===== src/rtl/deframe_qam16.sv =====
`default_nettype none
// ============================================================================
//  Module   : deframe_qam16
//  Purpose  : Receive-side frame extractor for the QAM16 collector word
//             stream. Hunts for a sync word, validates a length header
//             (upper half must be the ones' complement of the lower half),
//             forwards payload words with start/end markers and compares a
//             trailing XOR check word. No backpressure; arbitrary gaps
//             between words are tolerated up to an idle timeout.
//  Ports    : CLK, RST (async, active high)
//             valid_i / data_i[31:0]          - input word stream
//             valid_o / data_o[31:0]          - payload word (registered)
//             sof_o / eof_o                   - first / last payload word
//             done_o / chk_ok_o               - check word evaluated / result
//             err_o                           - header error or idle timeout
//             busy_o                          - not hunting for sync
//  Revision : 1.0  initial release
// ============================================================================
module deframe_qam16 #(
  parameter logic [31:0] SYNC_WORD = 32'h1ACF_FC1D,
  parameter int unsigned MAX_LEN   = 255,
  parameter int unsigned TIMEOUT   = 1024
) (
  input  logic        CLK,
  input  logic        RST,
  input  logic        valid_i,
  input  logic [31:0] data_i,
  output logic        valid_o,
  output logic [31:0] data_o,
  output logic        sof_o,
  output logic        eof_o,
  output logic        done_o,
  output logic        chk_ok_o,
  output logic        err_o,
  output logic        busy_o
);

  localparam logic [15:0] c_max_len    = 16'(MAX_LEN);
  // A timeout fires on the idle cycle that would take the counter to
  // TIMEOUT, so compare against TIMEOUT-1 before incrementing.
  localparam logic [15:0] c_timeout_m1 = 16'(TIMEOUT - 1);

  typedef enum logic [1:0] {
    S_HUNT    = 2'd0,
    S_HEADER  = 2'd1,
    S_PAYLOAD = 2'd2,
    S_CHECK   = 2'd3
  } state_t;

  state_t      r_state, w_state_nxt;
  logic [15:0] r_cnt,   w_cnt_nxt;
  logic [15:0] r_idle,  w_idle_nxt;
  logic [31:0] r_acc,   w_acc_nxt;
  logic        r_first, w_first_nxt;

  logic        w_valid, w_sof, w_eof, w_done, w_chk, w_err;
  logic [31:0] w_data;

  logic [15:0] w_len;
  logic        w_hdr_ok;

  assign w_len = data_i[15:0];
  // The sync word itself is rejected as a header even if it happened to
  // satisfy the complement/length rule for some SYNC_WORD choice.
  assign w_hdr_ok = (data_i[31:16] == ~data_i[15:0]) &&
                    (w_len != 16'd0) &&
                    (w_len <= c_max_len) &&
                    (data_i != SYNC_WORD);

  always_comb begin
    w_state_nxt = r_state;
    w_cnt_nxt   = r_cnt;
    w_idle_nxt  = r_idle;
    w_acc_nxt   = r_acc;
    w_first_nxt = r_first;
    w_valid     = 1'b0;
    w_data      = data_o;
    w_sof       = 1'b0;
    w_eof       = 1'b0;
    w_done      = 1'b0;
    w_chk       = 1'b0;
    w_err       = 1'b0;

    case (r_state)
      S_HUNT: begin
        if (valid_i && (data_i == SYNC_WORD)) begin
          w_state_nxt = S_HEADER;
        end
      end
      S_HEADER: begin
        if (valid_i) begin
          if (w_hdr_ok) begin
            w_cnt_nxt   = w_len;
            w_acc_nxt   = 32'h0;
            w_first_nxt = 1'b1;
            w_state_nxt = S_PAYLOAD;
          end else begin
            w_err       = 1'b1;
            w_state_nxt = S_HUNT;
          end
        end
      end
      S_PAYLOAD: begin
        if (valid_i) begin
          w_valid     = 1'b1;
          w_data      = data_i;
          w_sof       = r_first;
          w_eof       = (r_cnt == 16'd1);
          w_acc_nxt   = r_acc ^ data_i;
          w_cnt_nxt   = r_cnt - 16'd1;
          w_first_nxt = 1'b0;
          if (r_cnt == 16'd1) begin
            w_state_nxt = S_CHECK;
          end
        end
      end
      S_CHECK: begin
        if (valid_i) begin
          w_done      = 1'b1;
          w_chk       = (data_i == r_acc);
          w_state_nxt = S_HUNT;
        end
      end
      default: begin
        w_state_nxt = S_HUNT;
      end
    endcase

    // Idle supervision inside a frame. A word arriving on the would-be
    // timeout cycle wins and is processed by the case above.
    if (valid_i || (r_state == S_HUNT)) begin
      w_idle_nxt = 16'd0;
    end else if (r_idle == c_timeout_m1) begin
      w_idle_nxt  = 16'd0;
      w_err       = 1'b1;
      w_state_nxt = S_HUNT;
    end else begin
      w_idle_nxt = r_idle + 16'd1;
    end
  end

  always_ff @(posedge CLK or posedge RST) begin
    if (RST) begin
      r_state  <= S_HUNT;
      r_cnt    <= 16'd0;
      r_idle   <= 16'd0;
      r_acc    <= 32'h0;
      r_first  <= 1'b0;
      valid_o  <= 1'b0;
      data_o   <= 32'h0;
      sof_o    <= 1'b0;
      eof_o    <= 1'b0;
      done_o   <= 1'b0;
      chk_ok_o <= 1'b0;
      err_o    <= 1'b0;
      busy_o   <= 1'b0;
    end else begin
      r_state  <= w_state_nxt;
      r_cnt    <= w_cnt_nxt;
      r_idle   <= w_idle_nxt;
      r_acc    <= w_acc_nxt;
      r_first  <= w_first_nxt;
      valid_o  <= w_valid;
      data_o   <= w_data;
      sof_o    <= w_sof;
      eof_o    <= w_eof;
      done_o   <= w_done;
      chk_ok_o <= w_chk;
      err_o    <= w_err;
      busy_o   <= (w_state_nxt != S_HUNT);
    end
  end

endmodule
`default_nettype wire


===== config.mk =====
export PLATFORM = sky130hd
export DESIGN_NAME = deframe_qam16
export DESIGN_NICKNAME = d
export VERILOG_FILES = /design/src/rtl/deframe_qam16.sv
export SDC_FILE = /design/constraint.sdc
export NUM_CORES = 1
export LEC_CHECK = 0
export BUFFER_PORTS_ARGS = -buffer_cell sky130_fd_sc_hd__buf_4
export CAP_MARGIN = 10
export CORE_MARGIN = 3
export CORE_UTILIZATION = 58
export CTS_CLUSTER_SIZE = 40
export DETAILED_ROUTE_END_ITERATION = 8
export GPL_TIMING_DRIVEN = 1
export PLACE_DENSITY_LB_ADDON = 0.05
export SLEW_MARGIN = 20
export SYNTH_ARGS = -nofsm -noshare
export SYNTH_HDL_FRONTEND = slang
export SYNTH_SLANG_ARGS = --single-unit

===== constraint.sdc =====
create_clock -name CLK -period 4.4 [get_ports CLK]
set_input_delay 0.66 -clock CLK [delete_from_list [all_inputs] [get_ports CLK]]
set_output_delay 0.66 -clock CLK [all_outputs]
set_load 0.05 [all_outputs]

==> impl_metrics.csv, run 1 <==
group,metric,value,unit
synth,syn_nets,610,
cts,cts_hold_buf,0,
cts,clk_pin_slew_worst_paths,0.10,ns
sta,setup_violations,0,
worst_hold_path,holdCritStartpoint,"data_o[13]$_DFFE_PP0P_",
die,start_util,0.612,
setup_path,arrival,2.92,ns
sta,rsz0062_at_grt,"no",
cells_and_area,final_cells,751,
synth,yosysMostFrequentCell,"nand2_1",
setup_path,worstSetupStartpointType,"primary input",
die,coreArea,0.00898,mm^2
setup_path,timing.critical_path.mode_cell,"buf_4",
cells_and_area,multiInputGateArea,0.00263,mm^2
route,routed-via-count,4380,
setup_path,crit_path_max_incr_delay,0.38,ns
route,ant_nets,0,
synth,synth_top_area_frac,0.483,
power,seqPwrFrac,0.573,
route,detail_route.drc_violations,0,
power,p_int,1.30,mW
synth,synth_top_area_cell,"dfrtp_1",
sta,fin_setup_tns,0,ns
setup_path,cp_cell_sequence,"buf_4 -> or3_1 -> nor4_1 -> nand4_1 -> nor4_4 -> buf_4 -> nor2_2 -> buf_4 -> a211o_1",
global_routing,antenna_found_initial,0,
die,die_w,103,um
sta,period_minus_slack,2.67,ns
power,powerDensity,272,mW/mm^2
cts,postCtsSetupBuffers,0,
synth,synth_edf_count,0,
worst_hold_path,hold_path.class,"reg -> reg",
synth,ys_top_cells_by_count,"109 x nand2_1, 106 x dfrtp_1, 61 x nor3b_1",
synth,ys_types,48,
job,cap_violations,0,
synth,synth-seq-area-share,0.483,
synth,ys_top_cells_by_area,"dfrtp_1 48%, nor3b_1 8.3%, nand2_1 7.5%",
sta,finClkSkew,0.00841,ns
die,pin_count,74,
sta,min_period_over_period,0.607,
setup_path,required,4.65,ns
cts,htreeDepth,3,
power,pwr-share-comb,0.069,
placement,place.gp.congestion,0.831,
route,drtIter0Drc,246,
setup_path,critPathLaunch,"data_i[10]",
synth,syn_area_per_cell,9.60,um^2
cts,cts_inserted_buffers,9,
synth,synth-seq-cells,106,
synth,ys.flop_type,"dfrtp_1",
placement,port_buffers,73,
setup_path,critPathBufInv,3,
placement,hpwl,8530,um
global_routing,grt_pass1_vias,4193,
synth,yosys_warnings,0,
synth,syn-cell-area,0.00549,mm^2
global_routing,grt_pass1_wl,20800,um
die,die_area,0.0107,mm^2
cells_and_area,area_growth,13.7,%
setup_path,crit_type,"in -> reg",
power,switching_power,0.403,mW
global_routing,grt-ovfl-total,0,
sta,maxSlewViolCount,0,
cells_and_area,drive_above_1_share,0.158,
cells_and_area,nets,659,
setup_path,worst_r2r_startpoint,"r_state[1]$_DFF_PP0_",
sta,relSlewSlack,0.349,
sta,tightest_slew,0.976,ns
setup_path,slowest_stage,"or3_1",
die,die_h,103,um
sta,fmax,375,MHz
setup_path,worstPathMaxFanout,39,
route,first_pass_iters,4,
route,totalWireLength,12700,um
cells_and_area,antenna_cells,0,
synth,syn_inst,572,
setup_path,critical-path-top-delay-family,"simple AND/OR/NAND/NOR gates",
die,rows,34,
route,routedWlPerCell,16.9,um
outcome,outcome,"completed",
global_routing,grt_max_degree,98,
cts,cts_root_buf,"clkbuf_8",
power,switching_share,0.237,
power,ir_worst_vdd,0.000145,V
setup_path,endpoint_kind,"flop",
cts,clock_sinks,106,
synth,async_flop_share,1.00,
cts,cts_max_path_buffers,2,
cells_and_area,num-fill-cells,707,
placement,dp_cells,736,
cts,cts_tree,"built",
cells_and_area,seq_area,0.00265,mm^2
global_routing,grt_usage,0.253,
sta,hold_violations,0,
route,via_per_inst,5.83,
power,clock_power_share,0.358,
power,p_leak,3.10,nW
cts,ctsResizeCount,0,
cts,clk_latency,0.37,ns
kinds of logic (layout without fill, tap and decap cells):
group,Yosys count,count (layout),share of synthesized area
compound gates,77,77,0.103
xor+xnor,58,58,0.0925
fa+ha+maj,3,3,0.00684
buf+inv,47,100,0.0390
flops,106,106,0.483
mux,4,4,0.00752
simple gates,277,277,0.268
power by group through the flow:
stage	Sequential, mW	Combinational [mW]	Clock (mW)
final	0.973	0.117	0.608
after floorplan	0.993	0.0623	0
after global placement	0.993	0.117	0
after global routing	0.974	0.127	0.662
after detailed placement	0.993	0.118	0
after CTS	0.973	0.118	0.614
cell usage in the layout, fill, tap and decap left out, drive strengths merged, types with 2 or more instances in the layout:
| master | Yosys | routed |
|---|---|---|
| a211o | 30 | 30 |
| a21o | 2 | 2 |
| a21oi | 12 | 12 |
| and3 | 7 | 7 |
| and4 | 3 | 3 |
| buf | 11 | 78 |
| clkbuf | 29 | 11 |
| clkinv | 1 | 4 |
| dfrtp | 106 | 106 |
| ha | 3 | 3 |
| inv | 6 | 6 |
| mux2i | 3 | 3 |
| nand2 | 109 | 109 |
| nand2b | 3 | 3 |
| nand3 | 8 | 8 |
| nand4 | 13 | 13 |
| nor2 | 29 | 29 |
| nor2b | 3 | 3 |
| nor3 | 14 | 14 |
| nor3b | 61 | 61 |
| nor4 | 14 | 14 |
| o21ai | 10 | 10 |
| o21ba | 2 | 2 |
| o22ai | 8 | 8 |
| o2bb2ai | 2 | 2 |
| o31ai | 3 | 3 |
| or3 | 5 | 5 |
| or4 | 4 | 4 |
| xnor2 | 41 | 41 |
| xor2 | 17 | 17 |
sequential cells by signal, indices dropped and copies added, names as in the netlist:
name / flops
eof_o: 1
sof_o: 1
busy_o: 1
r_idle: 16
err_o: 1
r_first: 1
r_acc: 32
done_o: 1
valid_o: 1
data_o: 32
r_cnt: 16
r_state: 2
chk_ok_o: 1
metal layers:
layer / up-vias / GRT usage / routed length [um]
met2: 144 / 0.396 / 5980
li1: 2092 / - / -
met1: 2119 / 0.361 / 5730
met4: 0 / 0.0906 / 237
met5: - / 0 / 0
met3: 25 / 0.0389 / 738
path summary, 6_finish.rpt:
check | end | slack, ns | cells after the start
worst max-delay path | r_acc[20]$_DFFE_PP0P_ | 1.73 | 9
worst max register to register | r_cnt[13]$_DFFE_PP0P_ | 1.79 | 8
max in group asynchronous | r_acc[8]$_DFFE_PP0P_ | 2.91 | 3
worst min register to register | data_o[13]$_DFFE_PP0P_ | 0.48 | 2
worst min-delay path | data_o[13]$_DFFE_PP0P_ | 0.48 | 2
min in group asynchronous | r_idle[3]$_DFF_PP0_ | 0.50 | 2
area by class of cell:
class,instances,area share
well taps,126,0.0252
flip-flops and latches,106,0.425
clock inverters,4,0.00842
inverters,7,0.00461
repair buffers,78,0.0938
multi-input cells,419,0.421
clock buffers,11,0.0226
per-stage QoR:
step	instance area [um^2]	total power [mW]	hold WS, ns	utilization	setup WS [ns]
2_1_floorplan	5490	1.06	0.442	-	0.951
3_3_place_gp	6050	1.11	0.455	0.674	1.48
3_5_place_dp	6050	1.11	0.464	0.674	1.40
4_1_cts	6240	1.71	0.487	0.696	1.74
5_1_grt	6240	1.76	0.508	0.696	1.53
6_report	6240	1.70	0.483	0.696	1.73
tightest hold or removal path, stage by stage, from the launching register on:
cell,delay (ns)
dfrtp_1,0.35
nand2_1,0.05
nand2_1,0.06
(Power assumes the default switching activity.)
==> run 2, diff against run 1 <==
CORE_UTILIZATION = 52   (was 58)
clock period = 2.4 ns   (was 4.4 ns; I/O delays follow)
==> impl_metrics.csv, run 2 (synthesized netlist as in run 1, its figures left out) <==
group,metric,value,unit
outcome,outcome,"completed",
cts,postCtsSetupBuffers,0,
global_routing,grt-ovfl-total,0,
power,ir_worst_vdd,0.000559,V
global_routing,grt_usage,0.230,
setup_path,r2r-end,"r_cnt[12]$_DFFE_PP0P_",
cts,clk_latency,0.38,ns
route,routedWlPerCell,16.7,um
power,powerDensity,488,mW/mm^2
cells_and_area,layout_common_cells,"108 x nand2_1, 106 x dfrtp_1, 81 x buf_4, 61 x nor3b_1, 41 x xnor2_1",
cts,htreeDepth,3,
sta,maxSlewViolCount,0,
job,cap_violations,0,
cells_and_area,reg_top3,"data_o: 32 flops, r_acc: 32 flops",
cts,clock_sinks,106,
cts,cts_inserted_buffers,9,
global_routing,antenna_found_initial,0,
route,first_pass_iters,4,
sta,hold_violations,0,
cells_and_area,drive_above_1_share,0.166,
setup_path,worstPathMaxFanout,7,
cts,ctsResizeCount,0,
die,rows,36,
die,coreArea,0.0100,mm^2
cells_and_area,mostFrequentLayoutCell,"nand2_1",
cells_and_area,nets,665,
cts,cts_tree,"built",
worst_hold_path,hold_path.class,"in -> async",
sta,fmax,464,MHz
sta,whs,0.0840,ns
route,ant_nets,0,
placement,port_buffers,73,
sta,tightest_slew,0.722,ns
cts,cts_root_buf,"clkbuf_8",
setup_path,endpoint_kind,"flop",
route,via_per_inst,5.74,
die,die_h,109,um
die,die_area,0.0118,mm^2
sta,setup_violations,0,
route,detail_route.drc_violations,0,
sta,period_minus_slack,2.16,ns
power,power,3.09,mW
sta,min_period_over_period,0.899,
global_routing,grt_max_degree,107,
setup_path,reg2reg_setup_slack,0.24,ns
route,totalWireLength,12800,um
sta,rsz0062_at_grt,"no",
setup_path,worst_r2r_startpoint,"r_cnt[5]$_DFFE_PP0P_",
cts,clk_pin_slew_worst_paths,0.09,ns
die,die_w,109,um
route,drtIter0Drc,293,
power,p_leak,3.13,nW
die,pin_count,74,
cts,cts_hold_buf,0,
cells_and_area,area_growth,15.3,%
cts,cts_max_path_buffers,2,
placement,place.gp.congestion,0.868,
setup_path,crit_type,"reg -> reg",
setup_path,worstRegToRegCells,5,
route,routed-via-count,4391,
placement,hpwl,8670,um
die,start_util,0.549,
setup_path,arrival,2.40,ns
sta,finClkSkew,0.00991,ns
setup_path,worstSetupStartpointType,"flop",
setup_path,required,2.64,ns
sta,fin_setup_tns,0,ns
global_routing,grt_pass1_wl,21100,um
sta,relSlewSlack,0.519,
global_routing,grt_pass1_vias,4249,
cells_and_area,antenna_cells,0,
run 2: layout make-up:
cell class	instances	area [um^2]
multi-input cells	419	2630
clock buffers	11	131
fillers	873	3670
repair buffers	84	668
clock inverters	5	55.1
flip-flops and latches	106	2650
inverters	7	30.0
well taps	133	166
run 2: how the worst max path moves through the flow:
stage                         start                    end  cells past startpoint
3_3_place_gp             data_i[10]   r_cnt[0]$_DFFE_PP0P_                      7
2_1_floorplan             data_i[8]   r_acc[0]$_DFFE_PP0P_                      8
3_5_place_dp             data_i[10]   r_cnt[0]$_DFFE_PP0P_                      7
4_1_cts        r_cnt[5]$_DFFE_PP0P_  r_cnt[12]$_DFFE_PP0P_                      5
6_report       r_cnt[5]$_DFFE_PP0P_  r_cnt[12]$_DFFE_PP0P_                      5
5_1_grt        r_cnt[5]$_DFFE_PP0P_  r_cnt[12]$_DFFE_PP0P_                      5
run 2: report_power, final:
group	total (mW)	internal, mW	switching, mW	leakage, nW
logic	0.222	0.0882	0.134	1.57
registers	1.78	1.78	0.0000000000235	1.47
clock network	1.08	0.480	0.601	0.0893
total	3.09	2.35	0.735	3.13
run 2: critical path: stages, from the launching register on:
cell and delay (ns):
dfrtp_1 0.45, or4_1 0.66, or3_1 0.41, nor3_1 0.21
mux2i_1 0.21, o2bb2ai_1 0.09
run 2: metrics by stage:
stage	utilization	worst slack [ns]	std cells	cell area [um^2]
2_1_floorplan	-	0.130	572	5490
3_3_place_gp	0.614	0.0874	749	6140
3_5_place_dp	0.614	0.0311	749	6140
4_1_cts	0.633	0.273	765	6330
5_1_grt	0.633	0.127	765	6330
6_report	0.633	0.243	765	6330
run 2: metal layers:
metal,wire (um),global-route usage,share of wire,vias up
met5,0,0,0,-
met4,249,0.0830,0.019,0
met3,753,0.0551,0.059,23
met2,5790,0.365,0.45,145
met1,5980,0.309,0.47,2122
li1,-,-,-,2101
==> run 3, diff against run 2 <==
SETUP_SLACK_MARGIN = 0.5   (was not set)
==> impl_metrics.csv, run 3 (synthesized netlist as in run 1, its figures left out) <==
group,metric,value,unit
global_routing,grt_pass1_vias,4362,
cts,cts_tree,"built",
power,pwr-share-comb,0.072,
sta,rsz0062_at_grt,"yes",
cts,clk_latency,0.38,ns
power,switching_power,0.757,mW
route,first_pass_iters,5,
cts,clock_sinks,106,
die,coreArea,0.0100,mm^2
sta,min_period_over_period,0.811,
setup_path,required,2.71,ns
die,die_area,0.0118,mm^2
setup_path,crit_type,"in -> reg",
global_routing,grt-ovfl-total,0,
power,switching_share,0.236,
die,die_w,109,um
sta,period_minus_slack,1.95,ns
sta,relSlewSlack,0.539,
cells_and_area,seq_area,0.00266,mm^2
sta,finClkSkew,0.00875,ns
cts,cts_root_buf,"clkbuf_8",
power,ir_worst_vdd,0.000289,V
sta,fmax,514,MHz
cts,cts_inserted_buffers,9,
die,pin_count,74,
placement,hpwl,8890,um
power,seqPwrFrac,0.557,
sta,setup_violations,0,
route,detail_route.drc_violations,0,
cells_and_area,nets,676,
sta,maxSlewViolCount,0,
cells_and_area,reg_top3,"data_o: 32 flops, r_acc: 32 flops",
sta,tightest_slew,0.691,ns
die,rows,36,
global_routing,grt_pass1_wl,21700,um
die,start_util,0.549,
route,via_per_inst,5.77,
setup_path,worstPathMaxFanout,21,
setup_path,reg2reg_setup_slack,0.50,ns
power,p_leak,3.25,nW
cells_and_area,multiInputGateArea,0.00278,mm^2
power,p_int,2.45,mW
cells_and_area,mostFrequentLayoutCell,"nand2_1",
cells_and_area,num-fill-cells,841,
cells_and_area,final_util,0.667,
setup_path,worstSetupStartpointType,"primary input",
route,totalWireLength,13600,um
cells_and_area,layout_common_cells,"107 x nand2_1, 103 x dfrtp_1, 84 x buf_4, 61 x nor3b_1, 41 x xnor2_1",
sta,fin_setup_tns,0,ns
cells_and_area,drive_above_1_share,0.226,
placement,place.gp.congestion,0.883,
worst_hold_path,hold_path.class,"in -> async",
cells_and_area,antenna_cells,0,
route,drtIter0Drc,301,
job,cap_violations,0,
power,powerDensity,481,mW/mm^2
sta,hold_violations,0,
global_routing,grt_max_degree,107,
global_routing,grt_usage,0.235,
setup_path,endpoint_kind,"flop",
route,routedWlPerCell,17.5,um
cells_and_area,area_growth,21.5,%
cts,htreeDepth,3,
route,ant_nets,0,
outcome,outcome,"completed",
placement,port_buffers,73,
global_routing,antenna_found_initial,0,
cts,clk_pin_slew_worst_paths,0.10,ns
setup_path,arrival,2.26,ns
power,clock_power_share,0.371,
cts,cts_max_path_buffers,2,
route,routed-via-count,4481,
die,die_h,109,um
## run 3: changes by cell type in the layout (fill, tap and decap cells not counted), sizes merged
cell | previous run | this run
clkinv | 3 | 1
clkinvlp | 3 | 2
buf | 84 | 93
clkbuf | 11 | 15
inv | 5 | 6
## run 3: layer usage
layer	global-route usage	vias to the layer above	part of all wire
met5	0	-	0
met4	0.0875	0	0.026
met3	0.0403	30	0.059
met2	0.372	155	0.46
met1	0.326	2162	0.45
li1	-	2134	-
## run 3: final timing paths
path                                            from                      to  depth (start not counted)
worst max-delay path                       data_i[1]    r_cnt[1]$_DFFE_PP0P_                          7
worst max register to register  r_cnt[8]$_DFFE_PP0P_   r_cnt[12]$_DFFE_PP0P_                          5
worst min register to register   r_idle[0]$_DFF_PP0_     r_idle[0]$_DFF_PP0_                          1
worst min-delay path                             RST   r_cnt[13]$_DFFE_PP0P_                          3
min in group CLK                          data_i[25]  data_o[25]$_DFFE_PP0P_                          3
max in group asynchronous                        RST    r_state[1]$_DFF_PP0_                          3
## run 3: worst max-delay path, stage by stage
cell and delay [ns]:
buf_4 0.16, or4_1 0.57, o211ai_1 0.34, nor4_4 0.10, nor2_4 0.31, buf_12 0.22
mux2i_1 0.19
## run 3: area by class of cell
type	instances	area share
Multi-Input combinational cell	419	0.417
Sequential cell	106	0.398
Timing Repair Buffer	95	0.122
Clock buffer	13	0.0253
Tap cell	133	0.0249
Clock inverter	3	0.00694
Inverter	7	0.00488
## run 3: stage by stage
| step | power (mW) | instance area (um^2) | cells | hold WS [ns] | worst slack (ns) |
|---|---|---|---|---|---|
| after floorplan | 1.94 | 5520 | 572 | 0.442 | 0.154 |
| after global placement | 2.04 | 6180 | 750 | 0.459 | 0.116 |
| after detailed placement | 2.05 | 6180 | 750 | 0.464 | 0.0610 |
| after CTS | 3.22 | 6450 | 768 | 0.154 | 0.519 |
| after global routing | 3.34 | 6670 | 776 | 0.173 | 0.411 |
| final | 3.21 | 6670 | 776 | 0.0931 | 0.453 |
## run 3: power by group through the flow
| stage | logic, mW | registers [mW] | clock network [mW] |
|---|---|---|---|
| after detailed placement | 0.227 | 1.82 | 0 |
| after CTS | 0.227 | 1.78 | 1.21 |
| after global routing | 0.251 | 1.78 | 1.30 |
| after floorplan | 0.118 | 1.82 | 0 |
| final | 0.232 | 1.78 | 1.19 |
| after global placement | 0.224 | 1.82 | 0 |
## run 3: timing repair
item	4_1_cts	5_1_grt
cloned	0	3
hold buffers	0	0
gates resized for setup	13	24
endpoints found under the hold margin	0	0
buffers inserted	2	5
pin swaps	3	3
endpoints found under the setup margin	35	38
